$ cat src/rtl/mini_cpu_sequencer_if.sv
// Host, program-load and datapath signals of the mini CPU sequencer.
// The sequencer connects through the slave modport; the host/datapath side uses master.
interface mini_cpu_sequencer_if #(
    parameter int ADDR_W = 4
);
    logic              start;
    logic              prog_we;
    logic [ADDR_W-1:0] prog_addr;
    logic [7:0]        prog_data;
    logic              busy;
    logic              done;
    logic              prog_err;
    logic [ADDR_W-1:0] pc;
    logic              cpu_write_enable;
    logic [3:0]        cpu_write_data;
    logic [2:0]        cpu_opcode;
    logic [3:0]        cpu_result;
    logic              cpu_zero;
    logic              res_valid;
    logic [3:0]        res_data;
    logic              res_zero;

    modport slave (
        input  start, prog_we, prog_addr, prog_data, cpu_result, cpu_zero,
        output busy, done, prog_err, pc, cpu_write_enable, cpu_write_data,
               cpu_opcode, res_valid, res_data, res_zero
    );

    modport master (
        output start, prog_we, prog_addr, prog_data, cpu_result, cpu_zero,
        input  busy, done, prog_err, pc, cpu_write_enable, cpu_write_data,
               cpu_opcode, res_valid, res_data, res_zero
    );
endinterface

$ cat src/rtl/mini_cpu_sequencer.sv
// Steps a host-loaded program into the datapath: 2 cycles per NOP/LOAD, 4 per EXEC, then DONE.
// No backpressure; program writes are refused while a run is in flight.
module mini_cpu_sequencer #(
    parameter int PROG_DEPTH = 16,
    parameter int ADDR_W     = 4
) (
    input logic                 clk,
    input logic                 reset,
    mini_cpu_sequencer_if.slave bus
);
    typedef enum logic [2:0] {
        S_IDLE, S_FETCH, S_ISSUE, S_SETTLE, S_CAPTURE, S_DONE
    } state_t;

    localparam logic [1:0]        C_NOP   = 2'b00;
    localparam logic [1:0]        C_LOAD  = 2'b01;
    localparam logic [1:0]        C_EXEC  = 2'b10;
    localparam logic [1:0]        C_HALT  = 2'b11;
    localparam logic [ADDR_W-1:0] LAST_PC = ADDR_W'(PROG_DEPTH - 1);

    state_t            state_q, state_d;
    // Only class bits [7:6] and operand bits [3:0] matter, so only those are stored.
    logic [5:0]        mem [PROG_DEPTH];
    logic [5:0]        ir_q;
    logic [1:0]        ir_cls;
    logic [ADDR_W-1:0] pc_q;
    logic              prog_err_q;
    logic              res_valid_q;
    logic [3:0]        res_data_q;
    logic              res_zero_q;
    logic              busy;
    logic              advance;
    logic              pc_inc;
    logic              write_enable;
    logic [3:0]        write_data;
    logic [2:0]        opcode;

    assign ir_cls = ir_q[5:4];
    assign busy   = (state_q == S_FETCH) || (state_q == S_ISSUE) ||
                    (state_q == S_SETTLE) || (state_q == S_CAPTURE);

    always_comb begin
        state_d      = state_q;
        advance      = 1'b0;
        pc_inc       = 1'b0;
        write_enable = 1'b0;
        write_data   = 4'd0;
        opcode       = 3'd0;
        unique case (state_q)
            S_IDLE:    if (bus.start) state_d = S_FETCH;
            S_FETCH:   state_d = S_ISSUE;
            S_ISSUE: begin
                unique case (ir_cls)
                    C_NOP:  advance = 1'b1;
                    C_LOAD: begin
                        write_enable = 1'b1;
                        write_data   = ir_q[3:0];
                        advance      = 1'b1;
                    end
                    C_EXEC: begin
                        opcode  = ir_q[2:0];
                        state_d = S_SETTLE;
                    end
                    C_HALT: state_d = S_DONE;
                endcase
            end
            S_SETTLE: begin
                opcode  = ir_q[2:0];
                state_d = S_CAPTURE;
            end
            S_CAPTURE: begin
                opcode  = ir_q[2:0];
                advance = 1'b1;
            end
            S_DONE:    state_d = S_IDLE;
            default:   state_d = S_IDLE;
        endcase
        // The last address ends the run instead of wrapping back to 0.
        if (advance) begin
            if (pc_q == LAST_PC) begin
                state_d = S_DONE;
            end else begin
                pc_inc  = 1'b1;
                state_d = S_FETCH;
            end
        end
    end

    always_ff @(posedge clk) begin
        if (reset) begin
            state_q     <= S_IDLE;
            pc_q        <= '0;
            ir_q        <= '0;
            prog_err_q  <= 1'b0;
            res_valid_q <= 1'b0;
            res_data_q  <= 4'd0;
            res_zero_q  <= 1'b0;
        end else begin
            state_q     <= state_d;
            res_valid_q <= (state_q == S_CAPTURE);
            if (state_q == S_FETCH) ir_q <= mem[pc_q];
            if (state_q == S_CAPTURE) begin
                res_data_q <= bus.cpu_result;
                res_zero_q <= bus.cpu_zero;
            end
            if ((state_q == S_IDLE) && bus.start) begin
                pc_q       <= '0;
                prog_err_q <= 1'b0;
            end else if (pc_inc) begin
                pc_q <= pc_q + 1'b1;
            end
            if (busy && bus.prog_we) prog_err_q <= 1'b1;
        end
    end

    always_ff @(posedge clk) begin
        if (bus.prog_we && !busy) mem[bus.prog_addr] <= {bus.prog_data[7:6], bus.prog_data[3:0]};
    end

    assign bus.busy             = busy;
    assign bus.done             = (state_q == S_DONE);
    assign bus.prog_err         = prog_err_q;
    assign bus.pc               = pc_q;
    assign bus.cpu_write_enable = write_enable;
    assign bus.cpu_write_data   = write_data;
    assign bus.cpu_opcode       = opcode;
    assign bus.res_valid        = res_valid_q;
    assign bus.res_data         = res_data_q;
    assign bus.res_zero         = res_zero_q;
endmodule

$ cat src/flat_wrapper.sv
// flat-port wrapper written by rule: the top's interface ports become plain ports
module mini_cpu_sequencer_flat 
#(
    parameter int PROG_DEPTH = 16,
    parameter int ADDR_W     = 4
)
  (clk, reset, bus_start, bus_prog_we, bus_prog_addr, bus_prog_data, bus_cpu_result, bus_cpu_zero, bus_busy, bus_done, bus_prog_err, bus_pc, bus_cpu_write_enable, bus_cpu_write_data, bus_cpu_opcode, bus_res_valid, bus_res_data, bus_res_zero);
  mini_cpu_sequencer_if #(.ADDR_W(ADDR_W)) bus_i ();
  input logic clk;
  input logic reset;
  input wire logic [$bits(bus_i.start)-1:0] bus_start;
  input wire logic [$bits(bus_i.prog_we)-1:0] bus_prog_we;
  input wire logic [$bits(bus_i.prog_addr)-1:0] bus_prog_addr;
  input wire logic [$bits(bus_i.prog_data)-1:0] bus_prog_data;
  input wire logic [$bits(bus_i.cpu_result)-1:0] bus_cpu_result;
  input wire logic [$bits(bus_i.cpu_zero)-1:0] bus_cpu_zero;
  output wire logic [$bits(bus_i.busy)-1:0] bus_busy;
  output wire logic [$bits(bus_i.done)-1:0] bus_done;
  output wire logic [$bits(bus_i.prog_err)-1:0] bus_prog_err;
  output wire logic [$bits(bus_i.pc)-1:0] bus_pc;
  output wire logic [$bits(bus_i.cpu_write_enable)-1:0] bus_cpu_write_enable;
  output wire logic [$bits(bus_i.cpu_write_data)-1:0] bus_cpu_write_data;
  output wire logic [$bits(bus_i.cpu_opcode)-1:0] bus_cpu_opcode;
  output wire logic [$bits(bus_i.res_valid)-1:0] bus_res_valid;
  output wire logic [$bits(bus_i.res_data)-1:0] bus_res_data;
  output wire logic [$bits(bus_i.res_zero)-1:0] bus_res_zero;
  assign bus_i.start = bus_start;
  assign bus_i.prog_we = bus_prog_we;
  assign bus_i.prog_addr = bus_prog_addr;
  assign bus_i.prog_data = bus_prog_data;
  assign bus_i.cpu_result = bus_cpu_result;
  assign bus_i.cpu_zero = bus_cpu_zero;
  assign bus_busy = bus_i.busy;
  assign bus_done = bus_i.done;
  assign bus_prog_err = bus_i.prog_err;
  assign bus_pc = bus_i.pc;
  assign bus_cpu_write_enable = bus_i.cpu_write_enable;
  assign bus_cpu_write_data = bus_i.cpu_write_data;
  assign bus_cpu_opcode = bus_i.cpu_opcode;
  assign bus_res_valid = bus_i.res_valid;
  assign bus_res_data = bus_i.res_data;
  assign bus_res_zero = bus_i.res_zero;
  mini_cpu_sequencer #(.PROG_DEPTH(PROG_DEPTH), .ADDR_W(ADDR_W)) u_core (.clk(clk), .reset(reset), .bus(bus_i));
endmodule
$ cat config.mk
export PLATFORM = sky130hd
export DESIGN_NAME = mini_cpu_sequencer_flat
export DESIGN_NICKNAME = d
export VERILOG_FILES = /design/src/rtl/mini_cpu_sequencer_if.sv /design/src/rtl/mini_cpu_sequencer.sv /design/src/flat_wrapper.sv
export SDC_FILE = /design/constraint.sdc
export NUM_CORES = 1
export LEC_CHECK = 0
export CAP_MARGIN = 40
export CORE_ASPECT_RATIO = 0.7
export CORE_MARGIN = 3
export CORE_UTILIZATION = 55
export DETAILED_ROUTE_END_ITERATION = 7
export PLACE_DENSITY = 0.8
export SLEW_MARGIN = 5
export SYNTH_ARGS = -nofsm -noshare
export SYNTH_HDL_FRONTEND = slang
export SYNTH_SLANG_ARGS = --single-unit
$ cat constraint.sdc
create_clock -name clk -period 3.8 [get_ports clk]
set_input_delay 0.38 -clock clk [delete_from_list [all_inputs] [get_ports clk]]
set_output_delay 0.38 -clock clk [all_outputs]
set_load 0.005 [all_outputs]
==> impl_results.md, run 1 <==
- Routed len/inst: 22.0 um
- TritonCTS clock tree: done
- Die area: 0.00978 mm2
- H-Tree Depth: 4
- Nets: 344
- Area Growth Syn to Fin: 21.1%
- Synth cell types: 41
- Netlist Area Pre-Place: 0.00474 mm2
- Gate power share: 5.0%
- Post-CTS setup buffers: 0
- Seq cells post-synth: 116
- Slew @ Worst Pin: 966 ps
- Ys flop type: edfxtp_1
- Cell breakdown of the critical path: and2b_1, and3_1, and2_1, clkdlybuf4s50_1
- CP max stage delay: 670 ps
- Total CTS buffers: 17
- PD cells: 539 mW/mm2
- FMAX: 387 MHz
- Largest cells by area after synthesis: edfxtp_1 (61%), dfxtp_1 (8.4%), mux4_2 (7.1%)
- Clock Skew: 12.8 ps
- Die Ht: 83.7 um
- Final Hold Fails: 0
- Root Buffer: clkbuf_16
- Relative max-transition margin: 35.1%
- WHS Path Cells: 2
- Critical path class: flop to output port
- Sequential power share: 45.9%
- Clock power frac: 49.1%
- Sw power: 607 uW
- Switching part of the total power: 19.6%
- Worst path slowest cell: dfxtp_1
- Share of layout cells above drive strength 1: 16.8%
- Fin area: 0.00574 mm2
- Placed instance count: 403
- Minimum clock period: 2580 ps
- Status: complete, no violations
- Post-placement cell area: 0.00516 mm2
- Critical Path Fanout Max: 13
- Ports: 42
- Post-route insts no fill: 434
- # rows: 27
- Gpl congestion: 0.783
- Fin. max-slew vios: 0
- CTS Hold Bufs: 0
- DRC errors left: 0
- First-pass GRT wire length: 14.7 mm
- DPL Wire Length: 6.13 mm
- Max Root-Sink Buffers: 2
- Fillers: 525
- Largest net degree at the start of global routing: 29
- Drt first pass iters: 4
- Number of global-route vias before repair: 2612
- Initial DRC count: 185
- Post-Route WL: 9.56 mm
- Cell count after synthesis: 273
- P_leak: 0.00187 uW
- Post-route setup TNS: 0 ps
- RSZ-0062 raised after global routing: false
- Yosys top cell area share: 60.8%
- CORE AREA: 0.00811 mm2
- Worst-Skew Late Latency: 400 ps
- Most numerous cell in the Yosys netlist: edfxtp_1
- Peak supply drop: 408 uV
- Syn avg cell area: 17.4 um2
- Ys async rst share: 0%
- Die Wd: 117 um
- Clock-pin slew on the worst setup and hold paths: 50 ps
- Req. time, crit path: 3420 ps
- Max Cap Violations: 0
- Cells on worst reg2reg path: 4
- Hold WC Path Type: flop to flop
- Total GRT Usage: 21.2%
- Buffers & Inverters on Critical Path: 1
- Arr. time, crit path: 2200 ps
- Clk sink count: 116
- Synth cell count leaders: edfxtp_1 (96), nor2_1 (21), dfxtp_1 (20), nand2_1 (19), mux4_2 (15)
- Period utilization: 68.0%
- Worst setup EP type: output port
- Initial Util: 58.4%
- PortBufs: 39
- CP Depth: 4
- Diodes inserted: 0
- CP Launch Point: u_core.state_q[1]$_SDFFE_PP0P_
- Yosys warns: 0
- Post-CTS resize count: 0
- Final setup fails: 0
- Antenna violations before repair: 0
- FF-to-FF Start: u_core.state_q[2]$_SDFFE_PP0P_
- Worst Setup Start Kind: flop
- GRT overflow: 0
- Dominant cell type by area after synthesis: edfxtp_1
- DR vias/cell: 6.08
- Net Count, Synth: 295
- Internal: 2490 uW
- EDFF count, synth: 96
- Sequential share of the synthesized area: 69.3%
- Post-route ant nets: 0
- Routed vias: 2639
- HP Start: u_core.bus.res_data[2]$_SDFFE_PP0N_
- Worst path top cell family by delay: flip-flops
tightest hold or removal path: stages, from the launching register on:
cell and delay, ps:
dfxtp_1 300, nand2_1 50, a21oi_1 50
power by group through the flow:
stage / combinational, uW / clock, uW / sequential (uW)
2_1_floorplan: 95.0 / 0 / 1430
3_3_place_gp: 147 / 0 / 1440
3_5_place_dp: 152 / 0 / 1440
4_1_cts: 155 / 1540 / 1420
5_1_grt: 166 / 1610 / 1420
6_report: 154 / 1520 / 1420
per-layer routing:
metal  part of all wire (%)  global-route usage [%]  routed length, um
met5                      0                       0                  0
met4                   0.61                    7.81                 58
met3                    9.1                    6.59                868
met2                     50                    32.5               4770
met1                     40                    28.7               3860
cells by family after synthesis:
| group | after synthesis | synth area share (%) |
|---|---|---|
| adder cells (fa/ha/maj) | 1 | 0.264 |
| flip-flops | 116 | 69.3 |
| multiplexers | 32 | 13.8 |
| AND/OR/NAND/NOR | 77 | 8.95 |
| buffers and inverters | 14 | 2.64 |
| AO/OA/AOI/OAI | 31 | 4.67 |
| XOR/XNOR | 2 | 0.370 |
state kept, by name, summed over array words and instances (netlist names):
signal and count:
u_core.state_q 3, u_core.bus.prog_err 1, u_core.ir_q 6, u_core.bus.res_data 4, u_core.mem 96, u_core.bus.pc 4
u_core.bus.res_valid 1, u_core.bus.res_zero 1
placed cells by master, fill, tap and decap left out, drive strengths merged, types with 2 or more instances in the layout:
| master | netlist | final |
|---|---|---|
| mux4 | 24 | 24 |
| o21ai | 5 | 5 |
| nor3 | 7 | 7 |
| o21a | 2 | 2 |
| o211ai | 7 | 7 |
| and3b | 2 | 2 |
| clkdlybuf4s50 | 0 | 39 |
| clkbuf | 4 | 18 |
| dfxtp | 20 | 20 |
| bufinv | 0 | 3 |
| edfxtp | 96 | 96 |
| nor3b | 3 | 3 |
| a21oi | 7 | 7 |
| clkinv | 0 | 9 |
| nor2b | 3 | 3 |
| nand2b | 4 | 4 |
| nand2 | 19 | 19 |
| xor2 | 2 | 2 |
| buf | 10 | 5 |
| nand3 | 2 | 2 |
| nor2 | 21 | 21 |
| and2 | 8 | 8 |
| a22oi | 6 | 6 |
| nand3b | 2 | 2 |
| mux2i | 8 | 8 |
| and3 | 2 | 2 |
stage by stage:
stage / total power, uW / util, % / hold slack [ps] / setup slack (ps)
2_1_floorplan: 1530 / - / 434 / 1950
3_3_place_gp: 1590 / 63.5 / 444 / 1490
3_5_place_dp: 1600 / 63.7 / 448 / 1420
5_1_grt: 3190 / 70.8 / 479 / 1060
6_report: 3090 / 70.8 / 452 / 1220
4_1_cts: 3110 / 70.7 / 455 / 1210
cell type report:
class,count,area [um2],share of cell area [%]
clock buffer,18,429,7.48
clock inverter,12,140,2.44
multi-input combinational,143,1330,23.2
sequential,116,3280,57.2
tap,101,126,2.20
timing repair buffer,44,430,7.50
final timing paths:
path	endpoint	slack, ps
worst max register to register	u_core.mem[8][2]$_DFFE_PP_	1400
worst min register to register	u_core.bus.res_data[2]$_SDFFE_PP0N_	450
worst max-delay path	bus_cpu_write_data[3]	1220
worst min-delay path	u_core.bus.res_data[2]$_SDFFE_PP0N_	450
(Power assumes the default switching activity.)
==> inputs of run 2 (changes only) <==
==> constraint.sdc (replaced) <==
create_clock -name clk -period 2.47 [get_ports clk]
set_input_delay 0.247 -clock clk [delete_from_list [all_inputs] [get_ports clk]]
set_output_delay 0.247 -clock clk [all_outputs]
set_load 0.005 [all_outputs]
==> impl_results.md, run 2 (same netlist as run 1, synthesis figures left out) <==
- Status: complete, no violations (unchanged)
- Most flop-heavy register: u_core.mem (unchanged)
- Die Ht: 83.7 um (unchanged)
- Routed vias: 2625 (was 2639)
- PortBufs: 39 (unchanged)
- Gpl congestion: 0.738 (was 0.783)
- Tot Pwr: 4790 uW (was 3090 uW)
- Minimum clock period: 2310 ps
- GRT overflow: 0 (unchanged)
- # rows: 27 (unchanged)
- First-pass GRT wire length: 14.5 mm (was 14.7 mm)
- DPL Wire Length: 5.72 mm (was 6.13 mm)
- FF-to-FF Start: u_core.state_q[2]$_SDFFE_PP0P_ (unchanged)
- Die Wd: 117 um (unchanged)
- Worst path slowest cell: dfxtp_2 (was dfxtp_1)
- Commonest non-fill, non-tap cell in the layout: edfxtp_1 (unchanged)
- Commonest cells after routing, fill and taps aside: edfxtp_1 (96), clkdlybuf4s50_1 (39), nor2_1 (21) (unchanged)
- Area Growth Syn to Fin: 23.5% (was 21.1%)
- Relative max-transition margin: 55.4% (was 35.1%)
- Ports: 42 (unchanged)
- Leading registers by flop count: u_core.mem x96, u_core.ir_q x6 (unchanged)
- PD cells: 819 mW/mm2 (was 539 mW/mm2)
- Dpl ws: 407 ps (was 1420 ps)
- Post-route ant nets: 0 (unchanged)
- Period utilization: 93.4%
- Total GRT Usage: 20.8% (was 21.2%)
- CP Launch Point: u_core.state_q[1]$_SDFFE_PP0P_ (unchanged)
- Nets: 355 (was 344)
- Req. time, crit path: 2220 ps (was 3420 ps)
- Routed len/inst: 20.9 um (was 22.0 um)
- Arr. time, crit path: 2060 ps (was 2200 ps)
- Root Buffer: clkbuf_16 (unchanged)
- Clock-pin slew on the worst setup and hold paths: 50 ps (about the same)
- P_leak: 0.00191 uW (was 0.00187 uW)
- Die area: 0.00978 mm2 (unchanged)
- Clk sink count: 116 (unchanged)
- Area of the multi-input gates: 0.00133 mm2 (unchanged)
- DRC errors left: 0 (unchanged)
- Critical path class: flop to output port (unchanged)
- HP Start: bus_cpu_zero (was u_core.bus.res_data[2]$_SDFFE_PP0N_)
- H-Tree Depth: 4 (unchanged)
- DR vias/cell: 5.87 (was 6.08)
- Fin. max-slew vios: 0 (unchanged)
- FMAX: 434 MHz
- Max Root-Sink Buffers: 2 (unchanged)
- CORE AREA: 0.00811 mm2 (unchanged)
- Initial Util: 58.4% (unchanged)
- Slew @ Worst Pin: 667 ps (was 966 ps)
- Critical Path Fanout Max: 13 (unchanged)
- Worst setup EP type: output port (unchanged)
- TritonCTS clock tree: done (unchanged)
- Worst path top cell family by delay: simple AND/OR/NAND/NOR gates (was flip-flops)
- Initial DRC count: 162 (was 185)
- Buffers & Inverters on Critical Path: 1 (unchanged)
- Peak supply drop: 661 uV (was 408 uV)
- Clock Skew: 6.04 ps (was 12.8 ps)
- Max reg flops: 96 (unchanged)
- Final setup fails: 0 (unchanged)
- Largest net degree at the start of global routing: 29 (unchanged)
- Worst-Skew Late Latency: 410 ps (was 400 ps)
- CTS Hold Bufs: 0 (unchanged)
- Hold WC Path Type: primary input to flop (was flop to flop)
- Antenna violations before repair: 0 (unchanged)
- Worst Setup Start Kind: flop (unchanged)
- Drt first pass iters: 5 (was 4)
- Fillers: 515 (was 525)
- Reg area: 0.00329 mm2 (was 0.00328 mm2)
- Cell breakdown of the critical path: and2b_1, and3_1, and2_1, clkdlybuf4s50_1 (unchanged)
- Max Cap Violations: 0 (unchanged)
- Final Hold Fails: 0 (unchanged)
- Worst setup margin: 163 ps (was 1220 ps)
- Post-Route WL: 9.36 mm (was 9.56 mm)
- RSZ-0062 raised after global routing: false (unchanged)
- Share of layout cells above drive strength 1: 21.4% (was 16.8%)
- Total CTS buffers: 17 (unchanged)
- Fin util: 72.2% (was 70.8%)
- Post-route setup TNS: 0 ps (unchanged)
- CP max stage delay: 510 ps (was 670 ps)
- Number of global-route vias before repair: 2584 (was 2612)
- Diodes inserted: 0 (unchanged)
==> run 2: changes by cell type in the layout (fill, tap and decap cells not counted), sizes merged <==
cell      change
buf          +11
bufinv        -1
clkbuf        -1
clkinv        -3
clkinvlp      +5
inv           +2
==> run 2: metrics by stage <==
| step | instances | area, um2 | hold WS, ps |
|---|---|---|---|
| after global placement | 415 | 5260 | 444 |
| after global routing | 447 | 5850 | 402 |
| after floorplan | 273 | 4740 | 336 |
| after detailed placement | 415 | 5260 | 453 |
| final | 447 | 5850 | 393 |
| after CTS | 447 | 5850 | 383 |
==> run 2: path summary, 6_finish.rpt <==
| path | endpoint | slack (ps) | depth (start not counted) |
|---|---|---|---|
| max | bus_cpu_write_data[3] | 160 | 4 |
| min reg2reg | u_core.bus.res_data[2]$_SDFFE_PP0N_ | 450 | 2 |
| min | u_core.bus.res_zero$_SDFFE_PP0N_ | 390 | 3 |
| max reg2reg | u_core.mem[1][5]$_DFFE_PP_ | 530 | 5 |
==> run 2: cell type report <==
| cell class | instances | area share, % |
|---|---|---|
| multi-input combinational | 143 | 22.7 |
| sequential | 116 | 56.2 |
| clock inverter | 15 | 2.72 |
| clock buffer | 17 | 7.27 |
| timing repair buffer | 55 | 8.94 |
| tap | 101 | 2.16 |
==> run 2: power breakdown <==
group	internal, uW	switching, uW
Sequential	2150	27.9
Clock	1490	880
Combinational	120	123
Total	3760	1030
==> run 2: timing repair <==
item,in CTS,in global routing
gates cloned,0,0
pin swaps,0,0
resized for setup,1,2
setup buffers,0,0
endpoints found under the setup margin,1,7
==> run 2: worst min-delay path: stages <==
cell             delay [ps]
clkdlybuf4s50_1         400
nand2_1                  50
a21oi_1                  50
==> run 2: metal layers <==
layer	part of all wire, %	global-route usage, %	wire length, um
met5	0	0	0
met4	0.46	7.40	43
met3	7.3	5.87	688
met2	48	31.1	4470
met1	44	29.6	4160
==> inputs of run 3 (changes only) <==
--- a/config.mk
+++ b/config.mk
@@ -6,11 +6,13 @@
 export NUM_CORES = 1
 export LEC_CHECK = 0
 export CAP_MARGIN = 40
+export CELL_PAD_IN_SITES_DETAIL_PLACEMENT = 0
+export CELL_PAD_IN_SITES_GLOBAL_PLACEMENT = 1
 export CORE_ASPECT_RATIO = 0.7
 export CORE_MARGIN = 3
-export CORE_UTILIZATION = 55
+export CORE_UTILIZATION = 49
 export DETAILED_ROUTE_END_ITERATION = 7
-export PLACE_DENSITY = 0.8
+export PLACE_DENSITY = 0.82
 export SLEW_MARGIN = 5
 export SYNTH_ARGS = -nofsm -noshare
 export SYNTH_HDL_FRONTEND = slang
==> impl_results.md, run 3 (same netlist as run 1, synthesis figures left out) <==
- Status: complete, no violations (unchanged)
- Ports: 42 (unchanged)
- Post-Route WL: 9.34 mm (was 9.36 mm)
- First-pass GRT wire length: 14.6 mm (was 14.5 mm)
- Post-route ant nets: 0 (unchanged)
- Share of layout cells above drive strength 1: 21.2% (was 21.4%)
- Placed instance count: 443 (was 415)
- Max Root-Sink Buffers: 2 (unchanged)
- CTS Hold Bufs: 0 (unchanged)
- GRT overflow: 0 (unchanged)
- Routed len/inst: 19.7 um (was 20.9 um)
- FF-to-FF Start: u_core.state_q[2]$_SDFFE_PP0P_ (unchanged)
- Critical path class: flop to output port (unchanged)
- Total GRT Usage: 19.1% (was 20.8%)
- Total CTS buffers: 17 (unchanged)
- H-Tree Depth: 4 (unchanged)
- Final Hold Fails: 0 (unchanged)
- Worst setup EP type: output port (unchanged)
- Antenna violations before repair: 0 (unchanged)
- Critical Path Fanout Max: 10 (was 13)
- Clock-pin slew on the worst setup and hold paths: 50 ps (about the same)
- Commonest non-fill, non-tap cell in the layout: edfxtp_1 (unchanged)
- Number of global-route vias before repair: 2690 (was 2584)
- DR vias/cell: 5.55 (was 5.87)
- Area Growth Syn to Fin: 24.5% (was 23.5%)
- Worst Setup Start Kind: flop (unchanged)
- Initial DRC count: 180 (was 162)
- Slew @ Worst Pin: 654 ps (was 667 ps)
- Largest net degree at the start of global routing: 29 (unchanged)
- Initial Util: 51.2% (was 58.4%)
- Root Buffer: clkbuf_16 (unchanged)
- Worst-Skew Late Latency: 400 ps (was 410 ps)
- PD cells: 809 mW/mm2 (was 819 mW/mm2)
- CORE AREA: 0.00925 mm2 (was 0.00811 mm2)
- Period utilization: 91.2% (was 93.4%)
- Area of the multi-input gates: 0.00133 mm2 (unchanged)
- Gpl congestion: 0.756 (was 0.738)
- Commonest cells after routing, fill and taps aside: edfxtp_1 (96), clkdlybuf4s50_1 (39), nor2_1 (21) (unchanged)
- Nets: 360 (was 355)
- Diodes inserted: 0 (unchanged)
- Leading registers by flop count: u_core.mem x96, u_core.ir_q x6 (unchanged)
- Clk sink count: 116 (unchanged)
- TritonCTS clock tree: done (unchanged)
- Relative max-transition margin: 56.3% (was 55.4%)
- Die area: 0.0109 mm2 (was 0.00978 mm2)
- # rows: 29 (was 27)
- CP Launch Point: u_core.state_q[2]$_SDFFE_PP0P_ (was u_core.state_q[1]$_SDFFE_PP0P_)
- Max Cap Violations: 0 (unchanged)
- Max reg flops: 96 (unchanged)
- RSZ-0062 raised after global routing: false (unchanged)
- Post-placement cell area: 0.00533 mm2 (was 0.00526 mm2)
- DPL Wire Length: 5.93 mm (was 5.72 mm)
- Tot Pwr: 4780 uW (was 4790 uW)
- Final setup fails: 0 (unchanged)
- CP max stage delay: 540 ps (was 510 ps)
- Cell breakdown of the critical path: and2b_1, and3_1, and2_1, clkdlybuf4s50_1 (unchanged)
- P_leak: 0.00194 uW (was 0.00191 uW)
- Die Wd: 124 um (was 117 um)
- DRC errors left: 0 (unchanged)
- Hold WC Path Type: primary input to flop (unchanged)
- Worst path slowest cell: dfxtp_1 (was dfxtp_2)
- Fillers: 671 (was 515)
- Most flop-heavy register: u_core.mem (unchanged)
- PortBufs: 39 (unchanged)
- Routed vias: 2624 (was 2625)
- Peak supply drop: 623 uV (was 661 uV)
- Arr. time, crit path: 2010 ps (was 2060 ps)
- Clock Skew: 8.80 ps (was 6.04 ps)
- Fin util: 63.8% (was 72.2%)
- Fin. max-slew vios: 0 (unchanged)
- Die Ht: 88.3 um (was 83.7 um)
- Post-CTS setup buffers: 0 (unchanged)
- FMAX: 444 MHz (was 434 MHz)
- HP Start: bus_cpu_zero (unchanged)
- Drt first pass iters: 4 (was 5)
- Reg area: 0.00329 mm2 (about the same)
- Fin area: 0.00590 mm2 (was 0.00585 mm2)
- Post-route setup TNS: 0 ps (unchanged)
- Post-route insts no fill: 473 (was 447)
- Minimum clock period: 2250 ps (was 2310 ps)
- Req. time, crit path: 2220 ps (about the same)
==> run 3: cell types whose count changed in the layout (fill, tap and decap cells not counted), sizes merged <==
cell,previous run,this run
inv,2,0
bufinv,2,3
clkbuf,17,18
buf,16,21
clkinvlp,5,3
==> run 3: repair_timing <==
item | CTS | global route
hold endpoints to repair | 0 | 0
setup endpoints to repair | 0 | 7
resized for setup | 0 | 2
==> run 3: final timing paths <==
kind | to | slack, ps | cells after the start
max | bus_cpu_write_data[3] | 220 | 4
max reg2reg | u_core.mem[0][3]$_DFFE_PP_ | 540 | 5
min reg2reg | u_core.bus.res_data[3]$_SDFFE_PP0N_ | 450 | 2
min | u_core.bus.res_zero$_SDFFE_PP0N_ | 400 | 3
==> run 3: final cells by class <==
class,count,area share [%]
sequential,116,55.7
multi-input combinational,143,22.5
timing repair buffer,60,9.50
clock buffer,18,7.27
tap,124,2.63
clock inverter,12,2.37
==> run 3: per-layer routing <==
layer | vias up | part of all wire [%] | GRT usage, %
met5 | - | 0 | 0
met1 | 1322 | 45 | 26.8
li1 | 1213 | - | -
met3 | 11 | 6.2 | 5.56
met4 | 0 | 1.5 | 6.93
met2 | 78 | 47 | 28.8
==> run 3: metrics by stage <==
stage	hold slack [ps]	worst slack, ps
final	395	216
after global routing	419	63.4
after CTS	378	17.7
after detailed placement	447	437
after global placement	442	500
after floorplan	336	623
==> run 3: critical path: cells and delay by family (launching register included) <==
family	cells	cell delay, ps
and+or+nand+nor	3	630
buffers and inverters	1	440
DFF	1	540
==> run 3: where the power goes <==
part	internal, uW	switching, uW
sequential	2160	26.4
combinational	123	126
clock	1550	792
total	3830	944
